**config.mk**
```make
export PLATFORM = sky130hd
export DESIGN_NAME = vga_timing
export DESIGN_NICKNAME = d
export VERILOG_FILES = /design/src/rtl/vga_pkg.sv /design/src/rtl/vga_delay_line.sv /design/src/rtl/vga_timing.sv
export SDC_FILE = /design/constraint.sdc
export NUM_CORES = 1
export LEC_CHECK = 0
export CORE_MARGIN = 5
export CORE_UTILIZATION = 31
export CTS_CLUSTER_DIAMETER = 50
export CTS_CLUSTER_SIZE = 30
export DETAILED_ROUTE_END_ITERATION = 8
export PLACE_DENSITY_LB_ADDON = 0.25
export SYNTH_ARGS = -nofsm -noshare
export SYNTH_HDL_FRONTEND = slang
export SYNTH_SLANG_ARGS = --single-unit
```
**constraint.sdc**
```tcl
create_clock -name vga_CLK -period 1.9 [get_ports vga_CLK]
set_clock_uncertainty 0.15 [all_clocks]
set_input_delay 0.285 -clock vga_CLK [delete_from_list [all_inputs] [get_ports vga_CLK]]
set_output_delay 0.285 -clock vga_CLK [all_outputs]
set_load 0.02 [all_outputs]
```
**src/rtl/vga_pkg.sv**
```systemverilog
// Shared timing constants and helpers for the VGA timing generator.
// Defaults describe 640x480@60 with the standard porches.
package vga_pkg;

    localparam int DEF_H_ACTIVE = 640;
    localparam int DEF_H_FP     = 16;
    localparam int DEF_H_SYNC   = 96;
    localparam int DEF_H_BP     = 48;
    localparam int DEF_V_ACTIVE = 480;
    localparam int DEF_V_FP     = 10;
    localparam int DEF_V_SYNC   = 2;
    localparam int DEF_V_BP     = 33;

    function automatic int axis_total(input int act, input int fp, input int sync, input int bp);
        return act + fp + sync + bp;
    endfunction

    function automatic int sync_start(input int act, input int fp);
        return act + fp;
    endfunction

    localparam int DEF_H_TOT      = axis_total(DEF_H_ACTIVE, DEF_H_FP, DEF_H_SYNC, DEF_H_BP);
    localparam int DEF_V_TOT      = axis_total(DEF_V_ACTIVE, DEF_V_FP, DEF_V_SYNC, DEF_V_BP);
    localparam int DEF_HS_START   = sync_start(DEF_H_ACTIVE, DEF_H_FP);
    localparam int DEF_HS_END     = DEF_HS_START + DEF_H_SYNC;
    localparam int DEF_VS_START   = sync_start(DEF_V_ACTIVE, DEF_V_FP);
    localparam int DEF_VS_END     = DEF_VS_START + DEF_V_SYNC;

    typedef struct packed {
        logic [7:0] r;
        logic [7:0] g;
        logic [7:0] b;
    } rgb_t;

endpackage

```
**src/rtl/vga_delay_line.sv**
```systemverilog
// Fixed-depth shift register that carries raw sync/blank alongside the
// pixel fetch latency; resets to the idle pattern given by RST_VAL.
module vga_delay_line #(
    parameter int            DEPTH   = 3,
    parameter int            W       = 3,
    parameter logic [W-1:0]  RST_VAL = '0
) (
    input  logic          clk,
    input  logic          rst,
    input  logic [W-1:0]  din,
    output logic [W-1:0]  dout
);

    logic [DEPTH-1:0][W-1:0] pipe_q, pipe_d;

    always_comb begin
        pipe_d    = pipe_q;
        pipe_d[0] = din;
        for (int i = 1; i < DEPTH; i++) begin
            pipe_d[i] = pipe_q[i-1];
        end
    end

    always_ff @(posedge clk or posedge rst) begin
        if (rst) begin
            pipe_q <= {DEPTH{RST_VAL}};
        end else begin
            pipe_q <= pipe_d;
        end
    end

    assign dout = pipe_q[DEPTH-1];

endmodule

```
**src/rtl/vga_timing.sv**
```systemverilog
// VGA timing generator: raster counters, frame-boundary enable, pixel
// requests upstream and sync/blank realigned with the returned pixel data.
module vga_timing
    import vga_pkg::*;
#(
    parameter int H_ACTIVE = DEF_H_ACTIVE,
    parameter int H_FP     = DEF_H_FP,
    parameter int H_SYNC   = DEF_H_SYNC,
    parameter int H_BP     = DEF_H_BP,
    parameter int V_ACTIVE = DEF_V_ACTIVE,
    parameter int V_FP     = DEF_V_FP,
    parameter int V_SYNC   = DEF_V_SYNC,
    parameter int V_BP     = DEF_V_BP,
    parameter bit HS_POL   = 1'b0,
    parameter bit VS_POL   = 1'b0,
    parameter int PIX_LAT  = 2,
    parameter int PIX_W    = 24
) (
    input  logic                          vga_CLK,
    input  logic                          vga_RST,
    input  logic                          vga_EN,
    output logic                          vga_REQ,
    output logic [$clog2(H_ACTIVE)-1:0]   vga_X,
    output logic [$clog2(V_ACTIVE)-1:0]   vga_Y,
    output logic                          vga_SOF,
    input  logic [PIX_W-1:0]              vga_PIX_IN,
    output logic                          vga_HS,
    output logic                          vga_VS,
    output logic                          vga_BLANK,
    output logic [PIX_W-1:0]              vga_RGB
);

    localparam int H_TOT = axis_total(H_ACTIVE, H_FP, H_SYNC, H_BP);
    localparam int V_TOT = axis_total(V_ACTIVE, V_FP, V_SYNC, V_BP);
    localparam int HW    = $clog2(H_TOT);
    localparam int VW    = $clog2(V_TOT);
    localparam int XW    = $clog2(H_ACTIVE);
    localparam int YW    = $clog2(V_ACTIVE);

    localparam logic [HW-1:0] H_ACT_C  = HW'(H_ACTIVE);
    localparam logic [HW-1:0] H_SS_C   = HW'(sync_start(H_ACTIVE, H_FP));
    localparam logic [HW-1:0] H_SE_C   = HW'(sync_start(H_ACTIVE, H_FP) + H_SYNC);
    localparam logic [HW-1:0] H_LAST_C = HW'(H_TOT - 1);
    localparam logic [VW-1:0] V_ACT_C  = VW'(V_ACTIVE);
    localparam logic [VW-1:0] V_SS_C   = VW'(sync_start(V_ACTIVE, V_FP));
    localparam logic [VW-1:0] V_SE_C   = VW'(sync_start(V_ACTIVE, V_FP) + V_SYNC);
    localparam logic [VW-1:0] V_LAST_C = VW'(V_TOT - 1);

    // Idle pattern for {hs, vs, blank}: syncs inactive, blanked.
    localparam logic [2:0] RAW_IDLE = {~HS_POL, ~VS_POL, 1'b1};

    logic [HW-1:0] h_cnt_q, h_cnt_d;
    logic [VW-1:0] v_cnt_q, v_cnt_d;
    logic          running_q, running_d;
    logic          req_q, req_d;
    logic          sof_q, sof_d;
    logic [XW-1:0] x_q, x_d;
    logic [YW-1:0] y_q, y_d;

    logic          h_wrap, eof, active;
    logic          hs_in_sync, vs_in_sync;
    logic [2:0]    raw_sig, dly_sig;

    assign h_wrap = (h_cnt_q == H_LAST_C);
    assign eof    = h_wrap && (v_cnt_q == V_LAST_C);
    assign active = running_q && (h_cnt_q < H_ACT_C) && (v_cnt_q < V_ACT_C);

    // The enable only matters in idle or at the last clock of a frame.
    always_comb begin
        h_cnt_d   = h_cnt_q;
        v_cnt_d   = v_cnt_q;
        running_d = running_q;
        if (running_q) begin
            h_cnt_d = h_wrap ? '0 : h_cnt_q + 1'b1;
            if (h_wrap) begin
                v_cnt_d = eof ? '0 : v_cnt_q + 1'b1;
            end
            if (eof) begin
                running_d = vga_EN;
            end
        end else begin
            h_cnt_d   = '0;
            v_cnt_d   = '0;
            running_d = vga_EN;
        end
    end

    always_comb begin
        req_d = active;
        sof_d = active && (h_cnt_q == '0) && (v_cnt_q == '0);
        x_d   = active ? h_cnt_q[XW-1:0] : x_q;
        y_d   = active ? v_cnt_q[YW-1:0] : y_q;
    end

    always_ff @(posedge vga_CLK or posedge vga_RST) begin
        if (vga_RST) begin
            h_cnt_q   <= '0;
            v_cnt_q   <= '0;
            running_q <= 1'b0;
            req_q     <= 1'b0;
            sof_q     <= 1'b0;
            x_q       <= '0;
            y_q       <= '0;
        end else begin
            h_cnt_q   <= h_cnt_d;
            v_cnt_q   <= v_cnt_d;
            running_q <= running_d;
            req_q     <= req_d;
            sof_q     <= sof_d;
            x_q       <= x_d;
            y_q       <= y_d;
        end
    end

    // Raw sync/blank are taken straight from the counters, so the line needs
    // one extra stage to match the registered request plus PIX_LAT.
    always_comb begin
        hs_in_sync = running_q && (h_cnt_q >= H_SS_C) && (h_cnt_q < H_SE_C);
        vs_in_sync = running_q && (v_cnt_q >= V_SS_C) && (v_cnt_q < V_SE_C);
        raw_sig    = {hs_in_sync ? HS_POL : ~HS_POL,
                      vs_in_sync ? VS_POL : ~VS_POL,
                      ~active};
    end

    vga_delay_line #(
        .DEPTH   (PIX_LAT + 1),
        .W       (3),
        .RST_VAL (RAW_IDLE)
    ) u_dly (
        .clk  (vga_CLK),
        .rst  (vga_RST),
        .din  (raw_sig),
        .dout (dly_sig)
    );

    assign vga_REQ   = req_q;
    assign vga_SOF   = sof_q;
    assign vga_X     = x_q;
    assign vga_Y     = y_q;
    assign vga_HS    = dly_sig[2];
    assign vga_VS    = dly_sig[1];
    assign vga_BLANK = dly_sig[0];
    assign vga_RGB   = dly_sig[0] ? '0 : vga_PIX_IN;

endmodule
```
# Word-level counts from Yosys, hierarchy flattened
# Cells that the tools add are included.
# op_classes
addsub,2
multipliers,0
div,0
magnitude_cmp,6
n_eq_ne,3
shift,0
n_mux,10
bitwise_logic,1
n_reduce_logical,11
# op_table
op,count
2-to-1 mux 10 bit,5
2-to-1 mux 24 bit,1
"adder 10 x 1 -> 10 bit, second input constant",2
"equality test 10 bit, second input constant",2
logical NOT 10 bit,2
"less-than comparator 10 bit, second input constant",2
"less-than comparator 10 x 9 -> 1 bit, second input constant",2
"greater-or-equal comparator 10 bit, second input constant",1
"greater-or-equal comparator 10 x 9 -> 1 bit, second input constant",1
logical AND 1 bit,9
2-to-1 mux 1 bit,4
"inequality test 2 x 1 -> 1 bit, second input constant",1
inverter 1 bit,1
# totals
register_bits,51
latch_bits,0
mem_bits_rw,0
mem_bits_ro,0
inputBits,27
out_inout_bits,48
wordCells,43
mem_count,0

# Depth between registers and ports, before layout
# logic_depth
ltp_word,5
mapped_depth,7
mapped_depth_nobuf,6

# Hierarchy
# Synthesis repeated with hierarchy kept, for this count alone.
# unflattened
cells_unflattened,211
area_unflattened_um2,2421.1
# by_module_without_submodules
mod,instances,cells_per_inst,area_per_inst_um2,seq_area_each_um2
vga_timing,1,201,2180.8,1051.0
vga_delay_line,1,10,240.2,236.5

# Worst setup path after synthesis
# No wires, ideal clock.
# synth_timing
path_kind,register -> register
from,register h_cnt_q[0]
to,register v_cnt_q[6]
arrival_time_ps,1610
required_time_ps,1671
slack_ps,61
path_stages_with_launch,7
synth_period_minus_slack_ps,1839
cell_sequence,dfrtp_1 ha_1 and3_1 buf_6 a31oi_4 or4_1 a21oi_1
# synth_via
elab_chain_cells,5
elab_cells_between_ends,6
# synth_lines
element,line,source
start: declaration,vga_timing.sv:52,"logic [HW-1:0] h_cnt_q, h_cnt_d;"
start signal: assignment,vga_timing.sv:105,h_cnt_q <= h_cnt_d;
equality test 10 bit *,vga_timing.sv:64,assign h_wrap = (h_cnt_q == H_LAST_C);
logical AND 1 bit,vga_timing.sv:65,assign eof = h_wrap && (v_cnt_q == V_LAST_C);
2-to-1 mux 10 bit,vga_timing.sv:76,v_cnt_d = eof ? '0 : v_cnt_q + 1'b1;
2-to-1 mux 10 bit,vga_timing.sv:75,if (h_wrap) begin
2-to-1 mux 10 bit,vga_timing.sv:73,if (running_q) begin
end signal: assignment,vga_timing.sv:106,v_cnt_q <= v_cnt_d;
end: declaration,vga_timing.sv:53,"logic [VW-1:0] v_cnt_q, v_cnt_d;"
# Every way passes the cells marked *; elsewhere a longest branch is shown, timed or not. The select of a mux whose other input is x is not followed.
# A chain may end at the register's enable or synchronous reset.

# Final worst setup path
# layout_timing
from,register h_cnt_q[7]
to,register v_cnt_q[4]
# The elaborated chain is that of the path after synthesis.

==> metrics <==
synth-to-layout area growth=49.8%; Critical Path End Type=flop; ANT nets after route=0; Inst Count DP=403; Compound-Gate Fraction of Synth Area=6.42%; gpl congestion=0.783; Final setup viols=0; Row Count=32; CP Launch Type=flop; Seq/Total Area, Yosys=54.2%; Post-Synthesis Cells=207; Max clock buf depth=2; Routed WL=5660 µm; status=complete, no violations; Max Slew Vio Count=0; Crit Path Category=flop to flop; period utilization=96.1%; initial drt markers=64; crit-path max FO=4; mux cell area share after synthesis=7.58%; hpwl dp=4250 µm; Ys Warns=0; Synth Area per Inst=11.5 µm²; initial antenna violation count=0; PwrDens=536 nW/µm²; fin cells=415; Hold Vio Cnt, Final=0; Netlist cell types=42; Reg2Reg Setup Slack=0.07 ns; XOR/XNOR Fraction of Synth Area=2.95%; syn_nets=238; largest family of logic cells by synthesized area=simple AND/OR/NAND/NOR gates; CP Cell Sequence=nor3_4 -> buf_6 -> nand3_4 -> or4_1 -> a21oi_2; worst min path class=input pin to asynchronous set/reset pin; largest net degree at the start of global routing=52; Worst Path Arrival=1.91 ns; final core occ=46.8%; Die ar.=9520 µm²; WL/cell=13.6 µm; Worst Tran Pin Value=0.335 ns; remaining global-route overflow=0; ratio of cells with drive above 1 in the final layout=24.9%; simple-gate share of the synthesized area=23.0%; clk root buf=clkbuf_8; Area contributors post-synth=dfrtp_1 44%, dfstp_2 9.9%, nor2b_1 6.6%; flops & latches, synth=51; CORE AREA=7610 µm²; I/O Buffers=74; slowest cell on the critical path=or4_1; die height=97.6 µm; hold buffers post-CTS=0; nets=343; post-synthesis cell area=2380 µm²; max_slew headroom=77.5%; Die Wd=97.6 µm; RSZ-0062 raised after global routing=no; Critical Path RT=1.99 ns; CTS tree=done; initial core utilization=31.3%; clk_lat worst skew=0.31 ns; Adder-Cell Fraction of Synth Area=2.11%; crit-path max cell delay=0.52 ns; Reg clk slew, reported paths=0.10 ns; LEAKAGE=0.00152 µW; top-level I/O count=75; most area-hungry cell type in the Yosys netlist=dfrtp_1; DR pass1 iterations=4; vias in the first global route=1,940; CTS Buf Count=5; Max VDD drop=0.000319 V; vias post-DR=1,920; Antenna Cells=0; H-tree Lvls=2; global-route wire length before repair=9520 µm; top-area cell type share of the netlist area=44.2%; max cap viols=0; total track usage=12.1%; minimum clock period=1.83 ns; clock sinks=51; Max Fclk=0.548 GHz; Via density=4.63; number of remaining DRC errors=0
[cell families after synthesis]
group	after synthesis
AO/OA/AOI/OAI	23
XOR/XNOR	8
adder cells (fa/ha/maj)	4
buffers and inverters	16
flip-flops	51
multiplexers	16
AND/OR/NAND/NOR	89
[per-layer routing]
layer / wire length [µm] / up-vias / GRT usage [%] / share of wire (%)
li1: - / 935 / - / -
met1: 2780 / 905 / 16.2 / 49
met2: 2480 / 74 / 19.0 / 44
met3: 324 / 6 / 2.80 / 5.7
met4: 86 / 0 / 4.37 / 1.5
met5: 0 / - / 0 / 0
[sequential cells by signal, indices dropped and copies added, names as in the netlist]
register      count
vga_REQ           1
vga_SOF           1
h_cnt_q          10
u_dly.pipe_d      6
vga_X            10
running_q         1
v_cnt_q          10
u_dly.dout        3
vga_Y             9
[report_power, final]
| group | leakage, µW | internal [µW] | switching [µW] |
|---|---|---|---|
| combinational | 0.000835 | 90.0 | 75.8 |
| clock | 0.0000408 | 264 | 393 |
| sequential | 0.000640 | 1090 | 0 |
| total | 0.00152 | 1440 | 469 |
[worst max-delay path: cells and delay by family (launching register included)]
family	cells	cell delay, ns
simple gates	3	0.85
buf+inv	1	0.15
flops	1	0.45
compound gates	1	0.15
[placed cells by master (no fill, tap or decap), drive strengths merged, types with 3 or more instances in the layout]
cell           synthesis  final
o31ai                  4      4
nor2b                 25     25
buf                    4     31
o21ai                  5      5
ha                     4      4
or4                    6      6
and3                   3      3
a21oi                 10     10
nor3                   3      3
clkdlybuf4s50          0     47
nand2                  8      8
xor2                   5      5
mux2                  16     16
nor2                  10     10
dfrtp                 42     42
clkbuf                 3      8
xnor2                  3      3
or3                    6      6
dfstp                  9      9
dlygate4sd2            0      5
nand4b                 3      3
nand4                  4      4
inv                    9     10
nand3                 10     10
clkdlybuf4s15          0     17
[path summary, 6_finish.rpt]
| path | cells past startpoint | end | startpoint |
|---|---|---|---|
| worst max-delay path | 5 | v_cnt_q[4]$_DFFE_PP0P_ | h_cnt_q[7]$_DFF_PP0_ |
| min in group vga_CLK | 0 | u_dly.dout[2]$_DFF_PP1_ | u_dly.pipe_d[8]$_DFF_PP1_ |
| max in group asynchronous | 3 | u_dly.pipe_d[5]$_DFF_PP1_ | vga_RST |
| worst max register to register | 5 | v_cnt_q[4]$_DFFE_PP0P_ | h_cnt_q[7]$_DFF_PP0_ |
| worst min register to register | 0 | u_dly.dout[2]$_DFF_PP1_ | u_dly.pipe_d[8]$_DFF_PP1_ |
| worst min-delay path | 3 | v_cnt_q[9]$_DFFE_PP0P_ | vga_RST |
[cell usage after synthesis, drive strengths merged]
cell type   n
dfrtp      42
nor2b      25
mux2       16
a21oi      10
nand3      10
nor2       10
dfstp       9
inv         9
nand2       8
or3         6
or4         6
o21ai       5
xor2        5
buf         4
ha          4
nand4       4
o31ai       4
and3        3
clkbuf      3
nand4b      3
nor3        3
xnor2       3
and2        2
and4        2
nand2b      2
nor4        2
o22a        2
or3b        2
a31oi       1
o2bb2ai     1
or2         1
[metrics by stage]
stage / instance area (µm²) / hold WS [ns] / worst slack [ns] / TNS (ns) / total power (µW)
floorplan: 2380 / 0.195 / 0.0606 / 0 / 1180
global placement: 3420 / 0.196 / -0.0458 / -0.118 / 1290
detailed placement: 3420 / 0.197 / -0.0349 / -0.131 / 1290
CTS: 3500 / 0.196 / 0.0156 / 0 / 1930
global route: 3560 / 0.207 / 0.000984 / 0 / 1980
finish: 3560 / 0.185 / 0.0746 / 0 / 1910
[cell type report]
| cell class | instances | area [µm²] |
|---|---|---|
| multi-input combinational | 140 | 1020 |
| tap | 102 | 128 |
| clock inverter | 3 | 23.8 |
| fill | 732 | 4050 |
| timing repair buffer | 105 | 998 |
| sequential | 51 | 1290 |
| clock buffer | 5 | 68.8 |
| inverter | 9 | 33.8 |
[what timing repair did]
| item | 4_1_cts | 5_1_grt |
|---|---|---|
| setup buffers | 1 | 3 |
| setup endpoints to repair | 31 | 29 |
| endpoints found under the hold margin | 0 | 0 |
| pin swaps | 0 | 2 |
| gates cloned | 0 | 0 |
| gates resized for setup | 26 | 34 |
Note: power is estimated with default switching activity, not from simulation.
